## src/rtl/apb_requester_pkg.sv

```systemverilog
// apb_requester_pkg: shared state encoding, command/response records and default widths
// for the APB requester (package apb_pkg).
package apb_pkg;

    localparam int APB_PROT_W = 3;
    localparam int APB_ADDR_W = 32;
    localparam int APB_DATA_W = 32;

    typedef enum logic [1:0] {
        IDLE,
        SETUP,
        ACCESS,
        RESP
    } apb_state_e;

    typedef struct packed {
        logic                    write;
        logic [APB_ADDR_W-1:0]   addr;
        logic [APB_DATA_W-1:0]   wdata;
        logic [APB_DATA_W/8-1:0] strb;
        logic [APB_PROT_W-1:0]   prot;
    } apb_cmd_t;

    typedef struct packed {
        logic [APB_DATA_W-1:0] rdata;
        logic                  slverr;
        logic                  timeout;
    } apb_rsp_t;

endpackage

```

## src/rtl/apb_requester.sv

```systemverilog
// apb_requester: APB4 requester running one SETUP/ACCESS transfer per accepted command.
// Define APB_TIMEOUT_EN to abort ACCESS after TIMEOUT_CYCLES wait states.
module apb_requester
    import apb_pkg::*;
#(
    parameter int  ADDR_W         = APB_ADDR_W,
    parameter int  DATA_W         = APB_DATA_W,
    parameter int  TIMEOUT_CYCLES = 16,
    localparam int STRB_W         = DATA_W / 8
) (
    input  logic                  pclk,
    input  logic                  preset_n,
    input  logic                  cmd_valid,
    output logic                  cmd_ready,
    input  logic                  cmd_write,
    input  logic [ADDR_W-1:0]     cmd_addr,
    input  logic [DATA_W-1:0]     cmd_wdata,
    input  logic [STRB_W-1:0]     cmd_strb,
    input  logic [APB_PROT_W-1:0] cmd_prot,
    output logic                  rsp_valid,
    input  logic                  rsp_ready,
    output logic [DATA_W-1:0]     rsp_rdata,
    output logic                  rsp_slverr,
    output logic                  rsp_timeout,
    output logic [ADDR_W-1:0]     paddr,
    output logic [APB_PROT_W-1:0] pprot,
    output logic                  psel,
    output logic                  penable,
    output logic                  pwrite,
    output logic [DATA_W-1:0]     pwdata,
    output logic [STRB_W-1:0]     pstrb,
    input  logic                  pready,
    input  logic [DATA_W-1:0]     prdata,
    input  logic                  pslverr
);

    if (TIMEOUT_CYCLES < 1 || (DATA_W != 8 && DATA_W != 16 && DATA_W != 32)) begin : g_bad_cfg
        $error("apb_requester: unsupported TIMEOUT_CYCLES or DATA_W");
    end

    apb_state_e              state_q, state_d;
    logic                    write_q;
    logic [ADDR_W-1:0]       addr_q;
    logic [DATA_W-1:0]       wdata_q;
    logic [STRB_W-1:0]       strb_q;
    logic [APB_PROT_W-1:0]   prot_q;
    logic [DATA_W-1:0]       rdata_q;
    logic                    slverr_q;
    logic                    timeout_hit;
    logic                    access_done;

`ifdef APB_TIMEOUT_EN
    localparam int CNT_W = $clog2(TIMEOUT_CYCLES + 1);
    logic [CNT_W-1:0] wait_q;
    logic             timeout_q;
    // The last permitted wait state is the one where the count already equals TIMEOUT_CYCLES-1.
    assign timeout_hit = state_q == ACCESS && !pready && wait_q == CNT_W'(TIMEOUT_CYCLES - 1);
    assign rsp_timeout = timeout_q;
    always_ff @(posedge pclk or negedge preset_n) begin
        if (!preset_n) begin
            wait_q    <= '0;
            timeout_q <= 1'b0;
        end else begin
            if (state_q == SETUP) wait_q <= '0;
            else if (state_q == ACCESS && !pready) wait_q <= wait_q + 1'b1;
            if (access_done) timeout_q <= !pready;
        end
    end
`else
    assign timeout_hit = 1'b0;
    assign rsp_timeout = 1'b0;
`endif

    assign access_done = state_q == ACCESS && (pready || timeout_hit);

    always_comb begin
        state_d = state_q;
        case (state_q)
            IDLE:    state_d = cmd_valid ? SETUP : IDLE;
            SETUP:   state_d = ACCESS;
            ACCESS:  state_d = access_done ? RESP : ACCESS;
            RESP:    state_d = rsp_ready ? IDLE : RESP;
            default: state_d = IDLE;
        endcase
    end

    always_ff @(posedge pclk or negedge preset_n) begin
        if (!preset_n) begin
            state_q  <= IDLE;
            write_q  <= 1'b0;
            addr_q   <= '0;
            wdata_q  <= '0;
            strb_q   <= '0;
            prot_q   <= '0;
            rdata_q  <= '0;
            slverr_q <= 1'b0;
        end else begin
            state_q <= state_d;
            if (state_q == IDLE && cmd_valid) begin
                write_q <= cmd_write;
                addr_q  <= cmd_addr;
                prot_q  <= cmd_prot;
                wdata_q <= cmd_write ? cmd_wdata : '0;
                strb_q  <= cmd_write ? cmd_strb : '0;
            end
            // A timeout abort (pready low) reports an error with no data.
            if (access_done) begin
                rdata_q  <= (write_q || !pready) ? '0 : prdata;
                slverr_q <= pready ? pslverr : 1'b1;
            end
        end
    end

    assign cmd_ready  = state_q == IDLE;
    assign psel       = state_q == SETUP || state_q == ACCESS;
    assign penable    = state_q == ACCESS;
    assign rsp_valid  = state_q == RESP;
    assign rsp_rdata  = rdata_q;
    assign rsp_slverr = slverr_q;
    assign paddr      = addr_q;
    assign pprot      = prot_q;
    assign pwrite     = write_q;
    assign pwdata     = wdata_q;
    assign pstrb      = strb_q;

endmodule

```

## config.mk

```make
export PLATFORM = sky130hd
export DESIGN_NAME = apb_requester
export DESIGN_NICKNAME = d
export VERILOG_FILES = /design/src/rtl/apb_requester_pkg.sv /design/src/rtl/apb_requester.sv
export SDC_FILE = /design/constraint.sdc
export NUM_CORES = 1
export LEC_CHECK = 0
export ABC_CLOCK_PERIOD_IN_PS = 3100
export BUFFER_PORTS_ARGS = -buffer_cell sky130_fd_sc_hd__buf_2
export CORE_ASPECT_RATIO = 0.6
export CORE_MARGIN = 3
export CORE_UTILIZATION = 25
export CTS_CLUSTER_SIZE = 10
export DETAILED_ROUTE_END_ITERATION = 12
export PLACE_DENSITY = 0.6
export SETUP_SLACK_MARGIN = 0.4
export SLEW_MARGIN = 10
export SYNTH_ARGS = -nofsm -noshare
export SYNTH_HDL_FRONTEND = slang
export SYNTH_SLANG_ARGS = --single-unit
```

## constraint.sdc

```tcl
create_clock -name pclk -period 3.1 [get_ports pclk]
set_clock_uncertainty 0.05 [all_clocks]
set_input_delay 0.62 -clock pclk [delete_from_list [all_inputs] [get_ports pclk]]
set_output_delay 0.62 -clock pclk [all_outputs]
set_load 0.05 [all_outputs]
```

# --- Word level (Yosys, flattened, before mapping) ---
# Index checks and enable logic that the tools add are counted.
classes:
  addsub: 0
  multipliers: 0
  div_mod_pow: 0
  order_cmp: 0
  eq_ne: 3
  n_shift: 0
  mux: 8
  bitwise: 0
  n_reduce_logical: 6
ops:
  columns: ["cell", "count"]
  rows:
  - ["32-bit two-way mux", 2]
  - ["2-bit case mux with 4 select lines", 1]
  - ["2-bit equality test (second input constant)", 2]
  - ["4-bit two-way mux", 1]
  - ["1-bit two-way mux", 3]
  - ["2-bit by 1-bit equality test with 1-bit output (second input constant)", 1]
  - ["1-bit logical AND", 2]
  - ["2-bit logical NOT", 1]
  - ["1-bit logical OR", 2]
  - ["2-bit two-way mux", 1]
  - ["1-bit logical NOT", 1]
word_totals:
  reg_bits: 107
  latch_bits: 0
  ramBits: 0
  romBits: 0
  out_inout_bits: 110
  wordCells: 25
  memories: 0

# --- Logic depth before layout (Yosys ltp) ---
logic_depth:
  word_depth: 4
  depth_mapped: 6
  ltp_nobuf: 4

# --- Worst setup path after synthesis ---
# No wires, ideal clock.
synth_timing:
  kind: "reg2reg"
  from: "reg state_q[0]"
  to: "reg addr_q[0], in the netlist paddr[0]"
  arrival_ns: 1.770
  required_ns: 2.925
  slack_ns: 1.155
  stages_incl_launch_ff: 7
  synth_period_minus_slack_ns: 1.945
  cell_sequence: "dfrtp_1 -> inv_1 -> ha_1 -> and2_1 -> buf_6 -> buf_6 -> mux2_4"
synth_between:
  elab_chain_len: 2
synth_lines:
  columns: ["item", "line_no", "rtl"]
  rows:
  - ["from (decl)", "apb_requester.sv:41", "apb_state_e state_q, state_d;"]
  - ["from (signal assigned)", "apb_requester.sv:98", "state_q <= state_d;"]
  - ["2-bit logical NOT", null, null]
  - ["net cmd_ready", "apb_requester.sv:14", "output logic cmd_ready,"]
  - ["1-bit logical AND", "apb_requester.sv:99", "if (state_q == IDLE && cmd_valid) begin"]
  - ["to (signal assigned)", "apb_requester.sv:101", "addr_q <= cmd_addr;"]
  - ["to (decl)", "apb_requester.sv:43", "logic [ADDR_W-1:0] addr_q;"]
# The timed path passes the listed nets, and every way through them passes these cells.
# A chain may end at the register's enable or synchronous reset.

# --- Final worst setup path ---
layout_timing:
  from: "reg state_q[0]"
  to: "out cmd_ready"
layout_between:
  elab_chain_len: 1
layout_lines:
  columns: ["item", "line_no", "rtl"]
  rows:
  - ["2-bit logical NOT", "apb_requester.sv:114", "assign cmd_ready = state_q == IDLE;"]
  - ["to (decl)", "apb_requester.sv:14", null]
# No other way between the ends.

==> results by group <==
Run status
  – Status: finished, final reports clean

Yosys
  – Synth top area cells: dfrtp_1 58%, mux2_4 11%, mux2_2 8.6%
  – Post-synth cell types: 19
  – Post-synth top area share: 58.4%
  – Syn Nets: 473
  – Yosys top cell by area: dfrtp_1
  – Ys flop type: dfrtp_1
  – Cell Area, Synth: 0.00459 mm^2
  – Cells after Synth: 359
  – #FFs+latches synth: 107
  – Synth warn: 0
  – Syn Area/Cell: 12.8 um^2
  – Count leader, synth: dfrtp_1
  – Commonest cells in the netlist: 107 x dfrtp_1, 40 x inv_1, 36 x nand4_1, 36 x o21ai_0, 35 x mux2_2
  – Post-synth ARST share: 100%
  – EDFF count, synth: 0
  – Sequential area share after synthesis: 58.4%

Run
  – Max-cap viol count: 0

Setup path
  – Worst-path maximum fanout: 21
  – Slowest cell on the critical path: dfrtp_1
  – Startpoint type of the worst setup path: register
  – WP data required: 2.43 ns
  – CP bufs+invs: 3
  – Critical path class: reg -> out
  – Crit. End Element: output pin
  – Largest stage delay, worst path: 0.39 ns
  – CP delay by family, top: buffers and inverters
  – WP data arrival: 1.64 ns
  – Worst reg-to-reg path cell count: 5
  – Worst R2R Setup Slack: 1.13 ns
  – Reg2Reg Capture Point: paddr[0]
  – Worst R2R Start: state_q[0]
  – Crit-path cells: inv_1 > ha_1 > buf_4 > buf_2
  – Levels on crit path: 4

Global route
  – First-pass GRT wire length: 19,100 um
  – Initial antenna violation count: 0
  – Largest net degree at the start of global routing: 59
  – Grt ovf: 0
  – Number of global-route vias before repair: 3,486
  – Total GRT Usage: 11.8%

Clocking
  – Clk buf depth: 2
  – CTS H-tree lvls: 3
  – CTS buffer count: 9
  – Root Buffer: clkbuf_16
  – Clk pin slew, worst setup/hold paths: 0.07 ns
  – Hold_buf cts: 0
  – Clk sinks: 107
  – Post-CTS Resized: 0
  – Skew-Pair Late Insertion Delay: 0.33 ns
  – Number of post-CTS setup repair buffers: 0
  – CTS tree: built

Detailed routing
  – Routed vias: 3,440
  – DRT Wirelength: 12,000 um
  – Iteration-0 DRC Markers: 91
  – Vias/cell: 4.26
  – Final ANT Viol Nets: 0
  – First-pass DRT Iterations: 4
  – Residual DRC count: 0
  – WL per Instance: 14.8 um

Cells and area
  – Fraction of layout cells with a size suffix above 1: 54.4%
  – Final Instance Area: 0.00621 mm^2
  – Post-Layout Cell Count: 808
  – Layout Utilization: 35.4%
  – Number of fillers in the final layout: 1,777
  – Synth-to-Final Area Change: 35.5%
  – Antenna diodes: 0
  – Post-layout nets: 684

Timing
  – Tcrit/Tclk final: 74.6%
  – Relative slew slack: 50.7%
  – Hold slack: 0.255 ns
  – Achievable clock frequency: 0.432 GHz
  – Min Tclk post-route: 2.31 ns
  – Final Max Slew Viols: 0
  – Worst Tran Pin Value: 0.740 ns
  – Setup TNS: 0 ns
  – Unrepaired setup endpoints after global routing: no
  – Final Hold Fails: 0
  – Setup violators final: 0

Worst hold path
  – Worst Hold Class: in -> async

Floorplanning
  – Number of core rows: 37
  – Die width: 181 um
  – DIE AREA: 0.0201 mm^2
  – Die height: 111 um
  – Io pins: 220
  – Core footprint: 0.0175 mm^2
  – Starting Density: 26.1%

Place
  – Placed Cells incl. Taps: 793
  – Area after DPL: 0.00590 mm^2
  – HPWL after DPL: 8760 um
  – Final GP Congestion: 0.750
  – # port buffers: 218

Pwr
  – Power Dens Cells: 1270 mW/mm^2
  – Leakage: 3.18 nW
  – Worst VDD drop: 0.415 mV
final cells by class:
type,count,area [um^2],share of cell area [%]
repair buffers,227,1170,18.9
clock inverters,6,90.1,1.45
multi-input cells,185,1610,25.8
inverters,40,150,2.42
clock buffers,9,225,3.62
flip-flops and latches,107,2680,43.1
well taps,234,293,4.71
kinds of logic after synthesis:
logic type	count (synthesis)	share of synthesized area, %
mux	69	19.7
buf+inv	67	6.66
simple gates	73	9.85
fa+ha+maj	4	1.09
other cells	1	0.0818
compound gates	38	4.20
flops	107	58.4
placed cells by master (no fill, tap or decap):
| cell type | count |
|---|---|
| nor2b_1 | 33 |
| nand2b_1 | 1 |
| mux2_2 | 35 |
| bufinv_16 | 2 |
| o21ai_0 | 36 |
| buf_4 | 9 |
| nor2_1 | 1 |
| inv_1 | 40 |
| buf_12 | 1 |
| nand2_1 | 1 |
| a31oi_1 | 2 |
| clkbuf_16 | 9 |
| mux2_4 | 34 |
| and2_4 | 1 |
| nand4_1 | 36 |
| conb_1 | 1 |
| clkinvlp_4 | 1 |
| buf_2 | 217 |
| ha_1 | 4 |
| clkinv_4 | 1 |
| inv_6 | 1 |
| dfrtp_1 | 107 |
| clkinv_2 | 1 |
state kept, by name, indices dropped and copies added (netlist names):
name and cells:
pwdata 32, state_q 2, pstrb 4, paddr 32
pwrite 1, rsp_slverr 1, rsp_rdata 32, pprot 3
layer usage:
metal	global-route usage (%)	vias to the layer above	part of all wire [%]
met5	0	-	0
met4	2.30	0	0.52
met3	4.56	7	8.4
met2	16.6	122	42
met1	17.2	1682	49
li1	-	1629	-
how the worst max path moves through the flow:
stage                     startpoint            end  slack [ns]
final                     state_q[0]      cmd_ready        0.79
after global routing      state_q[1]      cmd_ready        0.66
after CTS                 state_q[1]      cmd_ready        0.73
after detailed placement  state_q[0]      paddr[26]        1.09
after global placement        pready  rsp_rdata[17]        1.12
after floorplan           state_q[0]       paddr[0]        1.16
metrics by stage:
stage	setup WS, ns	power, W
after floorplan	1.16	0.00573
after detailed placement	1.09	0.00676
after global placement	1.12	0.00673
final	0.787	0.00792
after CTS	0.731	0.00803
after global routing	0.655	0.00835
where the power goes:
part	internal, W	total (W)	switching, W
Combinational	0.00124	0.00438	0.00315
Clock	0.000707	0.00123	0.000521
Sequential	0.00200	0.00231	0.000313
Total	0.00394	0.00792	0.00398
Power figures use the tool's default switching activity.
